[src/rtl/snake_key_sched.sv]
// Keyboard-to-snake command scheduler: decoder handshake, key filtering, direction FIFO, tick release.
// Optional: define SNAKE_WASD_EN to also steer with w/a/s/d (either case).
module snake_key_sched #(
   parameter int unsigned DEPTH = 4,
   parameter int unsigned AW    = 2
) (
   input  logic          clk,
   input  logic          rst_n,
   input  logic          kbd_ready,
   input  logic [7:0]    kbd_code,
   input  logic          kbd_released,
   input  logic          kbd_err,
   output logic          kbd_read,
   input  logic          tick,
   input  logic          clr,
   output logic [1:0]    dir,
   output logic          dir_upd,
   output logic          paused,
   output logic [AW:0]   fifo_cnt,
   output logic          ovf
);

   localparam int unsigned CW = AW + 1;

   typedef enum logic [1:0] {H_IDLE, H_ACK, H_WAIT} hs_state_t;

   hs_state_t     state, state_nxt;
   logic [7:0]    code_q;
   logic          rel_q, err_q;
   logic [1:0]    mem [DEPTH];
   logic [AW-1:0] wr_ptr, rd_ptr;
   logic [1:0]    last_push;

   logic          is_dir, is_pause, full, empty, dup, push, ovf_set, pop, accept;
   logic [1:0]    cmd, pop_val;

   // Handshake state register, latched event and registered read strobe
   always_ff @(posedge clk or negedge rst_n) begin
      if (!rst_n) begin
         state    <= H_IDLE;
         kbd_read <= 1'b0;
         code_q   <= 8'h00;
         rel_q    <= 1'b0;
         err_q    <= 1'b0;
      end else begin
         state    <= state_nxt;
         kbd_read <= (state_nxt == H_ACK);
         if (state == H_IDLE && kbd_ready) begin
            code_q <= kbd_code;
            rel_q  <= kbd_released;
            err_q  <= kbd_err;
         end
      end
   end

   always_comb begin
      state_nxt = state;
      case (state)
         H_IDLE:  if (kbd_ready) state_nxt = H_ACK;
         H_ACK:   state_nxt = H_WAIT;
         H_WAIT:  if (!kbd_ready) state_nxt = H_IDLE;
         default: state_nxt = H_IDLE;
      endcase
   end

   // Key classification on the latched event while acknowledging it
   always_comb begin
      is_dir   = 1'b0;
      is_pause = 1'b0;
      cmd      = 2'b00;
      if (state == H_ACK && !rel_q && !err_q) begin
         case (code_q)
            8'h90, 8'h91, 8'h92, 8'h93: begin
               is_dir = 1'b1;
               cmd    = code_q[1:0];
            end
            8'h20, 8'h1B: is_pause = 1'b1;
`ifdef SNAKE_WASD_EN
            8'h77, 8'h57: begin is_dir = 1'b1; cmd = 2'b10; end
            8'h61, 8'h41: begin is_dir = 1'b1; cmd = 2'b01; end
            8'h73, 8'h53: begin is_dir = 1'b1; cmd = 2'b11; end
            8'h64, 8'h44: begin is_dir = 1'b1; cmd = 2'b00; end
`endif
            default: ;
         endcase
      end
   end

   // Duplicates are checked before fullness so typematic repeats never raise ovf
   always_comb begin
      full    = (fifo_cnt == CW'(DEPTH));
      empty   = (fifo_cnt == '0);
      dup     = !empty && (cmd == last_push);
      push    = is_dir && !clr && !dup && !full;
      ovf_set = is_dir && !clr && !dup && full;
      pop     = tick && !paused && !empty && !clr;
      pop_val = mem[rd_ptr];
      accept  = pop && (pop_val != dir) && (pop_val != (dir ^ 2'b01));
   end

   always_ff @(posedge clk) begin
      if (push) mem[wr_ptr] <= cmd;
   end

   always_ff @(posedge clk or negedge rst_n) begin
      if (!rst_n) begin
         wr_ptr    <= '0;
         rd_ptr    <= '0;
         fifo_cnt  <= '0;
         ovf       <= 1'b0;
         last_push <= 2'b00;
         dir       <= 2'b00;
         dir_upd   <= 1'b0;
         paused    <= 1'b0;
      end else begin
         dir_upd <= accept;
         if (accept) dir <= pop_val;
         if (is_pause) paused <= !paused;
         if (clr) begin
            wr_ptr   <= '0;
            rd_ptr   <= '0;
            fifo_cnt <= '0;
            ovf      <= 1'b0;
         end else begin
            if (ovf_set) ovf <= 1'b1;
            if (push) begin
               wr_ptr    <= wr_ptr + AW'(1);
               last_push <= cmd;
            end
            if (pop) rd_ptr <= rd_ptr + AW'(1);
            if (push && !pop)      fifo_cnt <= fifo_cnt + CW'(1);
            else if (pop && !push) fifo_cnt <= fifo_cnt - CW'(1);
         end
      end
   end

endmodule

[config.mk]
export PLATFORM = sky130hd
export DESIGN_NAME = snake_key_sched
export DESIGN_NICKNAME = d
export VERILOG_FILES = /design/src/rtl/snake_key_sched.sv
export SDC_FILE = /design/constraint.sdc
export NUM_CORES = 1
export LEC_CHECK = 0
export CAP_MARGIN = 0
export CORE_MARGIN = 5
export CORE_UTILIZATION = 30
export DETAILED_ROUTE_END_ITERATION = 10
export GPL_TIMING_DRIVEN = 0
export PLACE_DENSITY = 0.53
export SLEW_MARGIN = 20
export SYNTH_ARGS = -nofsm -noshare
export SYNTH_HDL_FRONTEND = slang
export SYNTH_SLANG_ARGS = --single-unit
[constraint.sdc]
create_clock -name clk -period 6.7 [get_ports clk]
set_input_delay 1.005 -clock clk [delete_from_list [all_inputs] [get_ports clk]]
set_output_delay 1.005 -clock clk [all_outputs]
set_load 0.01 [all_outputs]
==> key figures <==
Run status
  • Outcome: completed

Finish
  • Area delta synth->final: 27.0%
  • Final cell count without fillers: 232
  • Number of inserted diodes: 0
  • Cell area after layout: 2120 um2
  • Share of post-route cells with drive strength above 1: 23.1%
  • Fin nets: 179
  • Fillers: 541

Logic synthesis
  • Register area share after synthesis: 54.7%
  • Top FF cell, synth: dfrtp_1
  • Number of enable flip-flop cells after synthesis: 8
  • Flops & latches, synth: 35
  • Post-synthesis net count: 149
  • Cell variety after synth: 41
  • Synth warn: 0
  • Synth Area per Inst: 13.0 um2
  • Mapped Area: 1670 um2
  • FFs w/ async S/R, synth: 77.1%
  • Mapped Cells: 129

Floorplan
  • Initial core utilization: 30.6%
  • I/O pin cnt: 24
  • Die area: 7170 um2
  • Core area: 5470 um2
  • Height of the die: 84.7 um
  • Die Width: 84.7 um
  • Row cnt: 27

Power
  • Combinational share of power: 32.6%
  • Leakage power figure: 0.824 nW
  • VDD IR max: 0.173 mV
  • Clock power frac: 27.0%
  • Net Sw Frac: 29.9%
  • PD cells: 392 nW/um2
  • Sequential power share: 40.4%
  • Internal: 0.000583 W
  • Sw power: 0.000249 W

Worst setup path
  • Setup slack, reg-to-reg: 4.29 ns
  • Reg2reg path depth: 8
  • Worst path max stage delay: 0.60 ns
  • Critical path type: input port to register
  • R2R Path Start: code_q[1]
  • CP delay by family, top: simple AND/OR/NAND/NOR gates
  • Worst Setup EP: fifo_cnt[2]
  • WP data required: 6.85 ns
  • Slowest cell on crit path: clkdlybuf4s50_1
  • Crit path arrival time: 2.97 ns
  • R2r endpoint: fifo_cnt[2]
  • Levels on crit path: 7
  • Buf/Inv on CP: 1
  • Startpoint Class: input port
  • CP Capture Type: register
  • Cell Chain, Critical Path: clkdlybuf4s50_1, or3_4, nor2_1, fa_1, or4_1, o21ai_0, o22ai_1
  • CP max FO: 6
  • Crit path launch: clr

Clock network
  • Worst-case clock buffer depth: 2
  • CTS sink cnt: 35
  • CTS root buf: clkbuf_8
  • Worst-Skew Late Latency: 0.28 ns
  • CTS Hold Bufs: 0
  • H-tree depth: 2
  • Post-CTS setup buffer count: 0
  • Worst-path clk slew: 0.07 ns
  • CTS resizes: 0
  • CTS tree: built
  • Number of buffers created by CTS: 5

GRT
  • Initial antenna violation count: 0
  • Gr ovfl total: 0
  • Largest net degree at the start of global routing: 28
  • Gr usage total: 9.27%
  • First-pass GRT wire length: 5.35 mm
  • Vias in the first global route: 1174

Place
  • Placed insts: 224
  • Place WS: 3.59 ns
  • Hpwl dp: 2.37 mm
  • PortBufs: 23
  • Dpl cell area: 1990 um2
  • Routability congestion estimate: 0.759

Timing
  • Setup Viol. Count Final: 0
  • Final setup TNS: 0 ns
  • Final clock skew: 0.00566 ns
  • RSZ-0062 raised after global routing: false
  • Minimum clock period: 2.81 ns
  • Slew Limit Fails: 0
  • Max Clk Rate: 355 MHz
  • Final worst slack: 3.89 ns
  • Fin crit share: 42.0%
  • Worst relative slew slack: 57.2%
  • Final hold violations: 0
  • Transition time of the tightest slew-check pin: 0.643 ns

Drt
  • Detailed Route WL: 3.08 mm
  • Wire length per cell: 13.3 um
  • Routed via count: 1079
  • DR pass1 iterations: 4
  • Vias/cell: 4.65
  • Drt initial violations: 40
  • Post-route DRC: 0
  • Post-route ant nets: 0

Min path
  • Hold Crit Class: register to register
  • WHS Path Cells: 1

Flow run
  • Maxcap violations: 0
[metal layers]
layer | track usage, % | share of wire, % | vias to the layer above
met4 | 3.02 | 0.91 | 0
met1 | 10.8 | 43 | 535
met3 | 3.53 | 5.9 | 5
met2 | 15.7 | 50 | 26
li1 | - | - | 513
met5 | 0 | 0 | -
[cells in the mapped netlist, drive strengths merged, types with 2 or more instances]
master	n	area share [%]
a31oi	2	0.75
o22ai	2	0.75
nand2b	2	0.75
inv	4	0.90
mux4	2	2.7
xnor2	6	3.1
nand3	2	0.90
nor2b	4	1.5
mux2	16	11
edfxtp	8	14
or3	2	1.0
o21ai	3	1.1
nor2	11	2.5
nor3b	2	0.90
nand2	5	1.1
and2	6	2.2
buf	2	0.90
dfrtp	27	40
ha	4	3.0
nor3	3	1.2
[worst min-delay path by stage]
stage,startpoint,endpoint,slack (ns)
after CTS,state[1],kbd_read,0.48
after global routing,state[1],kbd_read,0.52
final,state[1],kbd_read,0.48
after floorplan,state[1],kbd_read,0.45
after global placement,state[1],kbd_read,0.46
after detailed placement,state[1],kbd_read,0.47
[final cells by class]
type	instances	area, um2	share of cell area, %
Multi-Input combinational cell	87	723	34.0
Timing Repair Buffer	23	225	10.6
Clock buffer	5	68.8	3.24
Tap cell	72	90.1	4.24
Buffer	3	18.8	0.883
Clock inverter	3	67.6	3.18
Inverter	4	15.0	0.707
Sequential cell	35	916	43.1
[placed cells by master, fill, tap and decap left out, drive strengths merged, types with 4 or more instances in the layout]
master / synthesis / layout
and2: 6 / 6
mux2: 16 / 16
clkbuf: 1 / 6
edfxtp: 8 / 8
xnor2: 6 / 6
clkdlybuf4s50: 0 / 22
nor2: 11 / 11
ha: 4 / 4
nand2: 5 / 5
inv: 4 / 4
dfrtp: 27 / 27
nor2b: 4 / 4
[state kept, by name, summed over array words and instances (netlist names)]
name       cells
err_q          1
dir            2
mem            8
last_push      2
paused         1
rd_ptr         2
fifo_cnt       3
ovf            1
dir_upd        1
state          2
code_q         8
kbd_read       1
rel_q          1
wr_ptr         2
[through the flow]
stage / total power, W / util, % / hold slack [ns]
2_1_floorplan: 0.000523 / - / 0.447
4_1_cts: 0.000845 / 38.8 / 0.480
5_1_grt: 0.000886 / 38.8 / 0.516
3_5_place_dp: 0.000616 / 36.3 / 0.469
6_report: 0.000833 / 38.8 / 0.480
3_3_place_gp: 0.000608 / 36.4 / 0.464
[power groups by stage]
stage | clock (W) | combinational, W | sequential, W
after CTS | 0.000230 | 0.000278 | 0.000336
after floorplan | 0 | 0.000189 | 0.000334
after global placement | 0 | 0.000272 | 0.000336
final | 0.000225 | 0.000272 | 0.000336
after detailed placement | 0 | 0.000277 | 0.000339
after global routing | 0.000241 | 0.000300 | 0.000345
[kinds of logic (layout without fill, tap and decap cells)]
family,after synthesis,after routing,share of synthesized area [%]
AO/OA/AOI/OAI,10,10,3.89
XOR/XNOR,7,7,3.66
adder cells (fa/ha/maj),5,5,4.19
buffers and inverters,7,38,2.02
flip-flops,35,35,54.7
multiplexers,19,19,14.1
AND/OR/NAND/NOR,46,46,17.4
Note: power is estimated with default switching activity, not from simulation.
